`src/rtl/pad_input_conditioner_pkg.sv`:
```
// Shared types for the pad input conditioner: the per-cycle glitch filter decision
// and the function that makes it.
package pad_input_conditioner_pkg;

  localparam int unsigned DefaultCntWidth = 16;

  typedef enum logic [1:0] {
    FiltHold   = 2'd0,
    FiltCount  = 2'd1,
    FiltCommit = 2'd2,
    FiltReject = 2'd3
  } filt_action_e;

  // Bypass commits any difference at once. With the filter on, a pending change that
  // disappears before its threshold is reached is reported as rejected.
  function automatic filt_action_e filt_decide(input logic enable,
                                               input logic differ,
                                               input logic cnt_zero,
                                               input logic cnt_ge_thresh);
    filt_action_e act;
    if (!enable) begin
      act = differ ? FiltCommit : FiltHold;
    end else if (!differ) begin
      act = cnt_zero ? FiltHold : FiltReject;
    end else if (cnt_ge_thresh) begin
      act = FiltCommit;
    end else begin
      act = FiltCount;
    end
    return act;
  endfunction

endpackage

```
`src/rtl/prim_flop_2sync.sv`:
```
// Two-flop synchronizer that brings an asynchronous level into the clk_i domain.
module prim_flop_2sync #(
  parameter int unsigned     Width      = 1,
  parameter logic [Width-1:0] ResetValue = '0
) (
  input  logic             clk_i,
  input  logic             rst_ni,
  input  logic [Width-1:0] d_i,
  output logic [Width-1:0] q_o
);

  logic [Width-1:0] meta_q;
  logic [Width-1:0] sync_q;

  // NOTE: sequential state uses non-blocking assignments so that both stages sample
  // their inputs from before the clock edge. A blocking assignment would merge the two flops into one.
  always_ff @(posedge clk_i or negedge rst_ni) begin
    if (!rst_ni) begin
      meta_q <= ResetValue;
      sync_q <= ResetValue;
    end else begin
      meta_q <= d_i;
      sync_q <= meta_q;
    end
  end

  assign q_o = sync_q;

endmodule

```
`src/rtl/pad_input_conditioner.sv`:
```
// Pad input conditioner: synchronizes a raw pad level, applies a consecutive-cycle glitch filter
// and reports committed edges and rejected glitches.
module pad_input_conditioner
  import pad_input_conditioner_pkg::*;
#(
  parameter int unsigned CntWidth   = DefaultCntWidth,
  parameter logic        ResetValue = 1'b0
) (
  input  logic                clk_i,
  input  logic                rst_ni,
  input  logic                in_i,
  input  logic                enable_i,
  input  logic [CntWidth-1:0] thresh_i,
  output logic                filtered_o,
  output logic                rise_o,
  output logic                fall_o,
  output logic                glitch_o
);

  logic                sync_q;
  logic                stable_q, stable_d;
  logic                prev_q;
  logic                glitch_q, glitch_d;
  logic [CntWidth-1:0] cnt_q, cnt_d;
  filt_action_e        action;

  prim_flop_2sync #(
    .Width      (1),
    .ResetValue (ResetValue)
  ) u_sync (
    .clk_i  (clk_i),
    .rst_ni (rst_ni),
    .d_i    (in_i),
    .q_o    (sync_q)
  );

  // The >= compare commits immediately if thresh_i is lowered below a running count.
  // The counter only increments while below thresh_i, so it cannot wrap.
  always_comb begin
    // NOTE: every combinational output gets a default first, so no path leaves it unassigned and no latch is inferred.
    stable_d = stable_q;
    cnt_d    = '0;
    glitch_d = 1'b0;
    action   = filt_decide(enable_i, sync_q != stable_q, cnt_q == '0, cnt_q >= thresh_i);
    unique case (action)
      FiltHold:   cnt_d = '0;
      FiltCount:  cnt_d = cnt_q + CntWidth'(1);
      FiltCommit: stable_d = sync_q;
      FiltReject: glitch_d = 1'b1;
      default:    cnt_d = '0;
    endcase
  end

  // NOTE: every flop, including the counter, has an asynchronous reset. A reset during a count
  // therefore drops the pending change and cannot leave a stale count behind.
  always_ff @(posedge clk_i or negedge rst_ni) begin
    if (!rst_ni) begin
      stable_q <= ResetValue;
      prev_q   <= ResetValue;
      cnt_q    <= '0;
      glitch_q <= 1'b0;
    end else begin
      stable_q <= stable_d;
      prev_q   <= stable_q;
      cnt_q    <= cnt_d;
      glitch_q <= glitch_d;
    end
  end

  // prev_q resets alongside stable_q, so reset release never creates an edge pulse.
  assign filtered_o = stable_q;
  assign rise_o     = stable_q & ~prev_q;
  assign fall_o     = ~stable_q & prev_q;
  assign glitch_o   = glitch_q;

endmodule

```
`config.mk`:
```
export PLATFORM = sky130hd
export DESIGN_NAME = pad_input_conditioner
export DESIGN_NICKNAME = d
export VERILOG_FILES = /design/src/rtl/pad_input_conditioner_pkg.sv /design/src/rtl/prim_flop_2sync.sv /design/src/rtl/pad_input_conditioner.sv
export SDC_FILE = /design/constraint.sdc
export NUM_CORES = 1
export LEC_CHECK = 0
export ABC_AREA = 1
export BUFFER_PORTS_ARGS = -buffer_cell sky130_fd_sc_hd__buf_2
export CORE_MARGIN = 2
export CORE_UTILIZATION = 53
export CTS_BUF_LIST = sky130_fd_sc_hd__clkbuf_4
export DETAILED_ROUTE_END_ITERATION = 7
export PLACE_DENSITY = 0.78
export SYNTH_ARGS = -nofsm -noshare
export SYNTH_HDL_FRONTEND = slang
export SYNTH_SLANG_ARGS = --single-unit
```
`constraint.sdc`:
```
create_clock -name clk_i -period 1.6 [get_ports clk_i]
set_input_delay 0 -clock clk_i [delete_from_list [all_inputs] [get_ports clk_i]]
set_output_delay 0 -clock clk_i [all_outputs]
set_load 0.02 [all_outputs]
```
==> results of run 1 <==
[cells by family (layout without fill, tap and decap cells)]
family	Yosys count	after routing	share of synthesized area, %
buf+inv	41	93	10.7
compound gates	9	9	3.65
flops	21	21	34.9
simple gates	90	90	28.3
xor+xnor	13	13	7.55
fa+ha+maj	18	18	14.9
[layout make-up]
class,instances,share of cell area [%]
clock buffer,3,1.10
clock inverter,1,0.245
inverter,40,7.36
multi-input combinational,130,46.4
sequential,21,25.8
tap,31,1.90
timing repair buffer,49,17.2
[through the flow]
stage	hold slack, ns	util (%)
after floorplan	-0.296	-
after global routing	0.215	74.6
after global placement	-0.0246	65.8
after detailed placement	-0.0151	65.8
after CTS	0.164	69.6
final	0.156	74.6
[worst max-delay path: stages (launching register included)]
cell       delay, ns
dfrtp_1         0.40
ha_1            0.29
nand2_1         0.05
inv_1           0.06
nand3_1         0.06
nor3_1          0.28
nand2_4         0.10
nand3_4         0.10
clkbuf_16       0.18
nor2_2          0.04
[metal layers]
layer	global-route usage, %	vias up	share of wire [%]
met1	26.7	607	44
li1	-	706	-
met4	8.97	0	2.7
met3	2.27	8	4.9
met5	0	-	0
met2	32.3	37	48
[synth_stat cells (2+ instances only)]
master   count  area, sq um
inv_1       37          139
nand2_1     37          139
dfrtp_1     21          526
ha_1        18          225
nor2_1      18         67.6
nor2_2      11         68.8
xor2_1      11         96.3
nand3_1      8         40.0
nand4_1      5         31.3
nor3_1       5         25.0
a21oi_1      4         20.0
inv_2        3         11.3
nand3_2      2         20.0
nor4_1       2         12.5
xnor2_1      2         17.5
[timing repair]
item                                    in CTS  in global routing
cloned                                       0                  1
pin swaps                                    0                  5
hold buffers                                 3                  0
gates resized for setup                      6                 18
buffers inserted                             3                  1
hold endpoints to repair                    24                  0
endpoints found under the setup margin      16                 17
[power groups by stage]
| stage | logic [mW] | clock network, mW | registers (mW) |
|---|---|---|---|
| after floorplan | 0.0886 | 0 | 0.568 |
| after global placement | 0.163 | 0 | 0.563 |
| after detailed placement | 0.167 | 0 | 0.563 |
| after CTS | 0.179 | 0.272 | 0.552 |
| after global routing | 0.238 | 0.294 | 0.556 |
| final | 0.214 | 0.268 | 0.554 |
[path summary, 6_finish.rpt]
path	startpoint	end	slack (ns)	cells after the start
min reg2reg	u_sync.meta_q$_DFF_PN0_	u_sync.q_o$_DFF_PN0_	0.37	0
max in group asynchronous	rst_ni	cnt_q[5]$_DFF_PN0_	1.11	2
max reg2reg	cnt_q[11]$_DFF_PN0_	cnt_q[12]$_DFF_PN0_	-0.07	9
min in group clk_i	in_i	u_sync.meta_q$_DFF_PN0_	0.33	2
max	cnt_q[11]$_DFF_PN0_	cnt_q[12]$_DFF_PN0_	-0.07	9
min	rst_ni	glitch_o$_DFF_PN0_	0.16	2
[cells in the final DEF, fill, tap and decap left out, types with 4 or more instances in the layout]
cell and count:
nand2_2 4, buf_4 20, nor2_2 13, inv_2 4, nor3_1 5, nand4_1 5, ha_4 5, inv_1 36
nand2_1 32, nand3_1 7, buf_2 23, a21oi_1 4, dfrtp_1 21, ha_1 13, xor2_1 11, nor2_1 13
[sequential cells by signal, summed over array words and instances, names as in the netlist]
register	count
filtered_o	1
u_sync.q_o	1
u_sync.meta_q	1
prev_q	1
cnt_q	16
glitch_o	1
==> summary.txt, run 1 <==
Routing
  • Initial DRT Pass Iterations: 6
  • Vias per cell: just under 5
  • Iter 0 DRT Violations: 23
  • Drt wl/cell: 11.2 microns
  • DR vias: 1358
  • DRT Wirelength: 3090 microns
  • Detailed-route DRC error count: 0
  • Routed Antenna Nets: 0

Synthesis
  • Ys Warns: 0
  • Synthesized net count: 230
  • Sequential share of the synthesized area: 34.9%
  • Async SR Flop Fraction: 100%
  • Top FF cell, synth: dfrtp_1
  • Syn Inst Count: 192
  • Post-synth EDFFs: 0
  • Avg Cell Area, Syn: just under 8 sq um
  • Post-Syn Area: 1510 sq um
  • Yosys reg bits: 21
  • Synth unique cells: 23

Floorplan
  • Die ar.: 3290 sq um
  • Rows: 19
  • I/O pin count: 24
  • Starting density of the core: 55.1%
  • Core Area: 2730 sq um
  • Die Span Y: around 57 microns
  • Die X: around 57 microns

Critical path
  • Worst-path maximum fanout: 7
  • Crit. End Element: register
  • Required time of the critical path: between 1.5 and 2 ns
  • Startpoint types: register
  • Critical path arrival: ~1.9 ns
  • Kind of critical path: reg2reg

Cells and area
  • Final Cell Area: roughly 2000 sq um
  • Ant diodes: 0
  • Finished Layout Cells: 275
  • Layout cells sized above 1: 35.2%
  • Layout area overhead: 35.3%
  • Area of the multi-input gates: 946 sq um
  • Nets@finish: between 200 and 300
  • Fillers: roughly 200
  • FF+latch area: approximately 530 sq um

Pwr
  • Int Pwr: approximately 0.74 mW
  • Clock power share: 25.9%
  • Total power: 1.04 mW
  • Gate power share: 20.7%
  • VDD IR max: about 0.47 mV
  • Pleak: 1.10 nW
  • Seq pwr share: 53.4%
  • Net Switching: 0.298 mW
  • Sw Ratio: between 20% and 30%
  • Pwr Density: a little over 500 nW/um^2

Timing
  • Fmax: 0.601 GHz
  • Skew final: 0.0102 ns
  • Tmin final: 1.67 ns
  • Final Hold Vio Count: 0
  • Fin worst setup slack: -0.0650 ns
  • Final setup fails: 14
  • Final period utilization: 104%
  • Relative slew margins: 68.4%
  • Worst-margin pin slew: 0.474 ns
  • Unrepaired setup endpoints after global routing: true
  • Setup Total Neg Slack: -0.591 ns
  • Max Slew Vio Count: 0

Status
  • Failing checks: setup timing
  • Status: complete, but fails checks

Placed design
  • Placed inst area: 1800 sq um
  • Buffers added on ports: 23
  • Pre-CTS setup slack: -0.0475 ns
  • Placed Instances: 263
  • Hpwl dp: 2200 microns
  • Placer's final routability congestion estimate: 0.852

CTS
  • Root buffer cell: clkbuf_4
  • CTS tree: yes
  • Clock latency on the worst-skew pair: 0.32 ns
  • CTS clk-pin slew, worst paths: roughly 0.13 ns
  • Inserted Clock Buffers: 3
  • # clock sinks: 21
  • H-tree Lvls: 1
  • Max clock buf depth: 2

Global route
  • Vias in the first global route: 1205
  • First-pass GRT wire length: 4960 microns
  • Overflow after GRT: 0
  • All-layer global routing usage: 19.8%
  • Initial antenna violation count: 0
  • Largest net degree at the start of global routing: 22

Run
  • MaxCap Viol Count: 0

Min path
  • Worst hold-check path type: in2async
No activity file was read; power rests on OpenSTA's default activity.
==> run 2: changes to the inputs <==
--- a/config.mk
+++ b/config.mk
@@ -11,7 +11,7 @@
 export CORE_UTILIZATION = 53
 export CTS_BUF_LIST = sky130_fd_sc_hd__clkbuf_4
 export DETAILED_ROUTE_END_ITERATION = 7
-export PLACE_DENSITY = 0.78
+export PLACE_DENSITY = 0.77
 export SYNTH_ARGS = -nofsm -noshare
 export SYNTH_HDL_FRONTEND = slang
 export SYNTH_SLANG_ARGS = --single-unit
==> run 2 against run 1 <==
Net effect:
- the run still ends with setup timing left
- via count grew 0.81%
- clock-buffer cell count grew 1
- largest power group unchanged
- first-iteration DRC count up 70%
- critical path depth unchanged
==> summary.txt, run 2 (synthesized netlist as in run 1, its figures left out) <==
Cells and area
  • Max reg flops: 16 (unchanged)
  • Final core utilization: 78.0% (+3.4 points)
  • Final Cell Area: 2130 sq um (+4.5%)
  • Most flop-heavy register: cnt_q
  • Layout area overhead: 41.4%
  • Layout cells sized above 1: 39.2% (+3.9 points)
  • Nets@finish: 284 (+0.35%)
  • Most frequent cells in the layout: inv_1 (35), nand2_1 (32), buf_2 (23), dfrtp_1 (21), buf_4 (20)
  • Most common cell after layout, fill and taps aside: inv_1
  • Ant diodes: 0 (unchanged)

Global route
  • Overflow after GRT: 0 (unchanged)
  • Initial antenna violation count: 0 (unchanged)
  • First-pass GRT wire length: 5030 microns (+1.4%)
  • All-layer global routing usage: 19.8% (-0.028 points)
  • Largest net degree at the start of global routing: 22 (unchanged)
  • Vias in the first global route: 1215 (+0.83%)

CTS
  • Root buffer cell: clkbuf_4
  • Max clock buf depth: 2 (unchanged)
  • CTS clk-pin slew, worst paths: 0.12 ns (about the same)
  • Inserted Clock Buffers: 3 (unchanged)
  • Clock latency on the worst-skew pair: 0.30 ns (-0.02 ns)
  • # clock sinks: 21 (unchanged)
  • H-tree Lvls: 1 (unchanged)
  • CTS tree: yes

Timing
  • Final Hold Vio Count: 0 (unchanged)
  • Max Slew Vio Count: 0 (unchanged)
  • Fin worst setup slack: -0.0314 ns (+0.0337 ns)
  • Unrepaired setup endpoints after global routing: true
  • Tmin final: 1.63 ns (-0.0337 ns)
  • Worst-margin pin slew: 0.473 ns (-0.00148 ns)
  • Relative slew margins: 68.5% (+0.099 points)
  • Skew final: 0.00360 ns (-0.00664 ns)
  • Final period utilization: 102% (-2.1 points)
  • Final setup fails: 12 (-2)
  • Fmax: 0.613 GHz (+2.1%)

Placed design
  • Placed inst area: 1820 sq um (+1.1%)
  • Buffers added on ports: 23 (unchanged)
  • Placer's final routability congestion estimate: 0.831 (-2.5%)
  • Hpwl dp: 2300 microns (+4.5%)

Pwr
  • Pleak: 1.11 nW (+1.0%)
  • VDD IR max: 0.508 mV (+7.2%)
  • Pwr Density: 494 nW/um^2 (-2.7%)

Routing
  • Drt wl/cell: 11.9 microns (+6.2%)
  • Detailed-route DRC error count: 0 (unchanged)
  • DR vias: 1369 (+0.81%)
  • Vias per cell: 4.96 (+0.44%)
  • Initial DRT Pass Iterations: 4 (-2)
  • Iter 0 DRT Violations: 39 (+70%)
  • DRT Wirelength: 3290 microns (+6.6%)
  • Routed Antenna Nets: 0 (unchanged)

Floorplan
  • Die X: 57.3 microns (unchanged)
  • Die ar.: 3290 sq um (unchanged)
  • I/O pin count: 24 (unchanged)
  • Core Area: 2730 sq um (unchanged)
  • Starting density of the core: 55.1% (unchanged)
  • Die Span Y: 57.3 microns (unchanged)
  • Rows: 19 (unchanged)

Status
  • Status: complete, but fails checks
  • Failing checks: setup timing

Critical path
  • Worst-path maximum fanout: 8 (+1)
  • Kind of critical path: reg2reg
  • Critical path arrival: 1.88 ns (about the same)
  • Crit. End Element: register
  • Startpoint types: register
  • Required time of the critical path: 1.84 ns (+0.03 ns)

Min path
  • Worst hold-check path type: in2async

Run
  • MaxCap Viol Count: 0 (unchanged)
==> run 2: final timing paths <==
path	start	endpoint	slack (ns)	cells past startpoint
min reg2reg	u_sync.meta_q$_DFF_PN0_	u_sync.q_o$_DFF_PN0_	0.37	0
max reg2reg	cnt_q[13]$_DFF_PN0_	cnt_q[10]$_DFF_PN0_	-0.03	9
max	cnt_q[13]$_DFF_PN0_	cnt_q[10]$_DFF_PN0_	-0.03	9
min in group clk_i	in_i	u_sync.meta_q$_DFF_PN0_	0.34	2
max in group asynchronous	rst_ni	cnt_q[3]$_DFF_PN0_	1.08	2
min	rst_ni	cnt_q[14]$_DFF_PN0_	0.20	2
==> run 2: power by group <==
group	internal, mW	switching, mW	total [mW]
Sequential	0.543	0.00990	0.553
Combinational	0.0999	0.125	0.225
Clock	0.114	0.162	0.276
Total	0.757	0.296	1.05
==> run 2: final cells by class <==
type                    instances  area, sq um
clock buffers                   4         30.0
multi-input cells             130         1030
fillers                       193          602
flip-flops and latches         21          526
repair buffers                 50          358
inverters                      40          150
well taps                      31         38.8
==> run 2: stage by stage <==
stage	hold WS [ns]	setup slack [ns]	total power, mW	TNS (ns)	cells
floorplan	-0.296	0.0478	0.656	0	192
global placement	-0.0259	-0.0207	0.732	-0.0794	264
detailed placement	-0.0207	-0.0484	0.738	-0.229	264
CTS	0.185	-0.0280	1.03	-0.105	272
global route	0.235	-0.102	1.10	-1.41	276
finish	0.196	-0.0314	1.05	-0.258	276
==> run 2: layer usage <==
layer	vias to the layer above	track usage, %	wire [microns]
met5	-	0	0
met4	0	6.98	36
met3	6	2.04	121
met2	35	35.3	1750
met1	616	24.9	1380
li1	712	-	-
==> run 2: what timing repair did <==
item,4_1_cts,5_1_grt
hold buffers,3,0
pin swaps,2,5
setup endpoints to repair,16,17
setup buffers,1,4
gates resized for setup,14,26
endpoints found under the hold margin,24,0
==> run 2: critical path: stages (launching register included) <==
cell,delay [ns]
dfrtp_1,0.44
ha_4,0.23
nand2_1,0.07
inv_1,0.05
o21bai_1,0.11
nand2_1,0.11
a21oi_4,0.18
nand3_4,0.12
buf_12,0.16
nor2_2,0.10
==> run 3: changes to the inputs <==
--- a/config.mk
+++ b/config.mk
@@ -12,6 +12,8 @@
 export CTS_BUF_LIST = sky130_fd_sc_hd__clkbuf_4
 export DETAILED_ROUTE_END_ITERATION = 7
 export PLACE_DENSITY = 0.77
+export RECOVER_POWER = 100
+export SKIP_CTS_REPAIR_TIMING = 1
 export SYNTH_ARGS = -nofsm -noshare
 export SYNTH_HDL_FRONTEND = slang
 export SYNTH_SLANG_ARGS = --single-unit
==> run 3 against run 2 <==
Net effect:
- the run now ends clean
- highest routed layer unchanged
- worst setup slack improved by 0.032 ns
- sequential cell count did not move
- combinational power fell by 8%
- largest cell class unchanged
==> summary.txt, run 3 (synthesized netlist as in run 1, its figures left out) <==
CTS
  • CTS tree: yes
  • Inserted Clock Buffers: 3 (unchanged)
  • H-tree Lvls: 1 (unchanged)
  • Root buffer cell: clkbuf_4
  • Max clock buf depth: 2 (unchanged)
  • Clock latency on the worst-skew pair: 0.30 ns (about the same)
  • CTS clk-pin slew, worst paths: 0.12 ns (about the same)
  • # clock sinks: 21 (unchanged)

Cells and area
  • Layout cells sized above 1: 34.8% (-4.3 points)
  • Most frequent cells in the layout: inv_1 (36), nand2_1 (32), dfrtp_1 (21), buf_4 (20), buf_2 (18)
  • FF+latch area: 526 sq um (unchanged)
  • Most common cell after layout, fill and taps aside: inv_1
  • Ant diodes: 0 (unchanged)
  • Finished Layout Cells: 275 (-0.36%)
  • Most flop-heavy register: cnt_q
  • Max reg flops: 16 (unchanged)
  • Fillers: 212 (+9.8%)
  • Area of the multi-input gates: 983 sq um (-4.5%)
  • Final core utilization: 75.4% (-2.6 points)
  • Layout area overhead: 36.7%
  • Nets@finish: 283 (-0.35%)

Min path
  • Worst Hold Launch: in_i
  • Worst hold-check path type: in2reg

Status
  • Status: complete, no violations

Critical path
  • Kind of critical path: reg2reg
  • Critical path arrival: 1.84 ns (-0.04 ns)
  • Setup crit start: cnt_q[2]$_DFF_PN0_
  • Capture point of the worst path: cnt_q[10]$_DFF_PN0_
  • Worst reg2reg path endpoint: cnt_q[10]$_DFF_PN0_
  • Worst-path maximum fanout: 8 (unchanged)
  • FF-to-FF path depth: 11 (+2)
  • Startpoint types: register
  • Crit. End Element: register
  • Register-to-register setup slack: 0.0008 ns (+0.03 ns)
  • Worst r2r src: cnt_q[2]$_DFF_PN0_
  • Required time of the critical path: 1.84 ns (about the same)

Routing
  • Detailed-route DRC error count: 0 (unchanged)
  • DRT Wirelength: 3010 microns (-8.5%)
  • Vias per cell: 4.84 (-2.4%)
  • Routed Antenna Nets: 0 (unchanged)
  • Initial DRT Pass Iterations: 4 (unchanged)
  • Iter 0 DRT Violations: 47 (+21%)
  • DR vias: 1331 (-2.8%)
  • Drt wl/cell: 10.9 microns (-8.2%)

Global route
  • Overflow after GRT: 0 (unchanged)
  • Largest net degree at the start of global routing: 22 (unchanged)
  • Initial antenna violation count: 0 (unchanged)
  • Vias in the first global route: 1163 (-4.3%)
  • First-pass GRT wire length: 4750 microns (-5.5%)
  • All-layer global routing usage: 18.8% (-1.0 points)

Floorplan
  • Rows: 19 (unchanged)
  • Die ar.: 3290 sq um (unchanged)
  • Die X: 57.3 microns (unchanged)
  • I/O pin count: 24 (unchanged)
  • Core Area: 2730 sq um (unchanged)
  • Die Span Y: 57.3 microns (unchanged)
  • Starting density of the core: 55.1% (unchanged)

Placed design
  • Placed Instances: 264 (unchanged)
  • Placer's final routability congestion estimate: 0.831 (unchanged)
  • Buffers added on ports: 23 (unchanged)
  • Hpwl dp: 2300 microns (unchanged)

Timing
  • Relative slew margins: 21.1% (-47 points)
  • Final setup fails: 0 (-12)
  • Max Slew Vio Count: 0 (unchanged)
  • Final period utilization: 100% (-2.0 points)
  • Tmin final: 1.60 ns (-0.0321 ns)
  • Unrepaired setup endpoints after global routing: true
  • Fmax: 0.625 GHz (+2.0%)
  • Skew final: 0.00284 ns (-0.000762 ns)
  • Final Hold Vio Count: 0 (unchanged)
  • Worst-margin pin slew: 1.18 ns (+0.711 ns)

Pwr
  • Pleak: 1.05 nW (-5.1%)
  • VDD IR max: 0.456 mV (-10%)
  • Sw Ratio: 27.8% (-0.36 points)
  • Int Pwr: 0.749 mW (-1.1%)
  • Pwr Density: 503 nW/um^2 (+1.9%)
  • Gate power share: 20.0% (-1.3 points)
  • Seq pwr share: 53.4% (+0.9 points)
  • Clock power share: 26.6% (+0.4 points)
  • Net Switching: 0.288 mW (-2.8%)

Run
  • MaxCap Viol Count: 0 (unchanged)
[run 3: cell types whose count changed in the layout (fill, tap and decap cells not counted), moves of 2 or more]
cell,before,now
clkbuf_1,0,6
buf_2,23,18
buf_6,2,0
nand3_1,5,7
[run 3: how the worst min path moves through the flow]
stage,end,slack (ns),cells after the start
final,u_sync.meta_q$_DFF_PN0_,0.34,2
after global routing,u_sync.meta_q$_DFF_PN0_,0.34,2
after CTS,cnt_q[14]$_DFF_PN0_,-0.35,1
after detailed placement,cnt_q[14]$_DFF_PN0_,-0.02,1
after global placement,cnt_q[15]$_DFF_PN0_,-0.03,1
after floorplan,cnt_q[0]$_DFF_PN0_,-0.30,0
[run 3: power by group through the flow]
stage                     combinational, mW  sequential (mW)  clock [mW]
after global routing                  0.232            0.556       0.296
after global placement                0.170            0.562           0
after CTS                             0.176            0.553       0.277
after floorplan                      0.0886            0.568           0
final                                 0.207            0.554       0.276
after detailed placement              0.175            0.563           0
[run 3: final cells by class]
type                       instances  area share, %
multi-input combinational        130           47.7
clock buffer                       4           1.46
inverter                          40           7.29
tap                               31           1.88
sequential                        21           25.5
timing repair buffer              49           16.2
[run 3: worst max-delay path: stages (launching register included)]
cell	delay, ns
dfrtp_1	0.42
ha_1	0.29
nand2_2	0.08
nor2_2	0.04
nor2_1	0.08
nand2_1	0.05
nand2_1	0.07
nand2_2	0.07
nand2_2	0.09
nand3_4	0.10
buf_12	0.16
nor2_2	0.09
[run 3: stage by stage]
step / power, mW / setup TNS (ns) / instance area (sq um) / setup slack, ns / hold slack, ns
after floorplan: 0.656 / 0 / 1510 / 0.0478 / -0.296
after global placement: 0.732 / -0.0794 / 1820 / -0.0207 / -0.0259
after detailed placement: 0.738 / -0.229 / 1820 / -0.0484 / -0.0207
after CTS: 1.01 / -0.846 / 1850 / -0.0896 / -0.355
after global routing: 1.08 / -1.35 / 2060 / -0.0994 / 0.339
final: 1.04 / 0 / 2060 / 0.000775 / 0.340
[run 3: routing by layer]
metal,GRT usage (%),wire length (microns)
met5,0,0
met4,6.98,32
met3,2.04,65
met2,33.0,1540
met1,23.9,1370
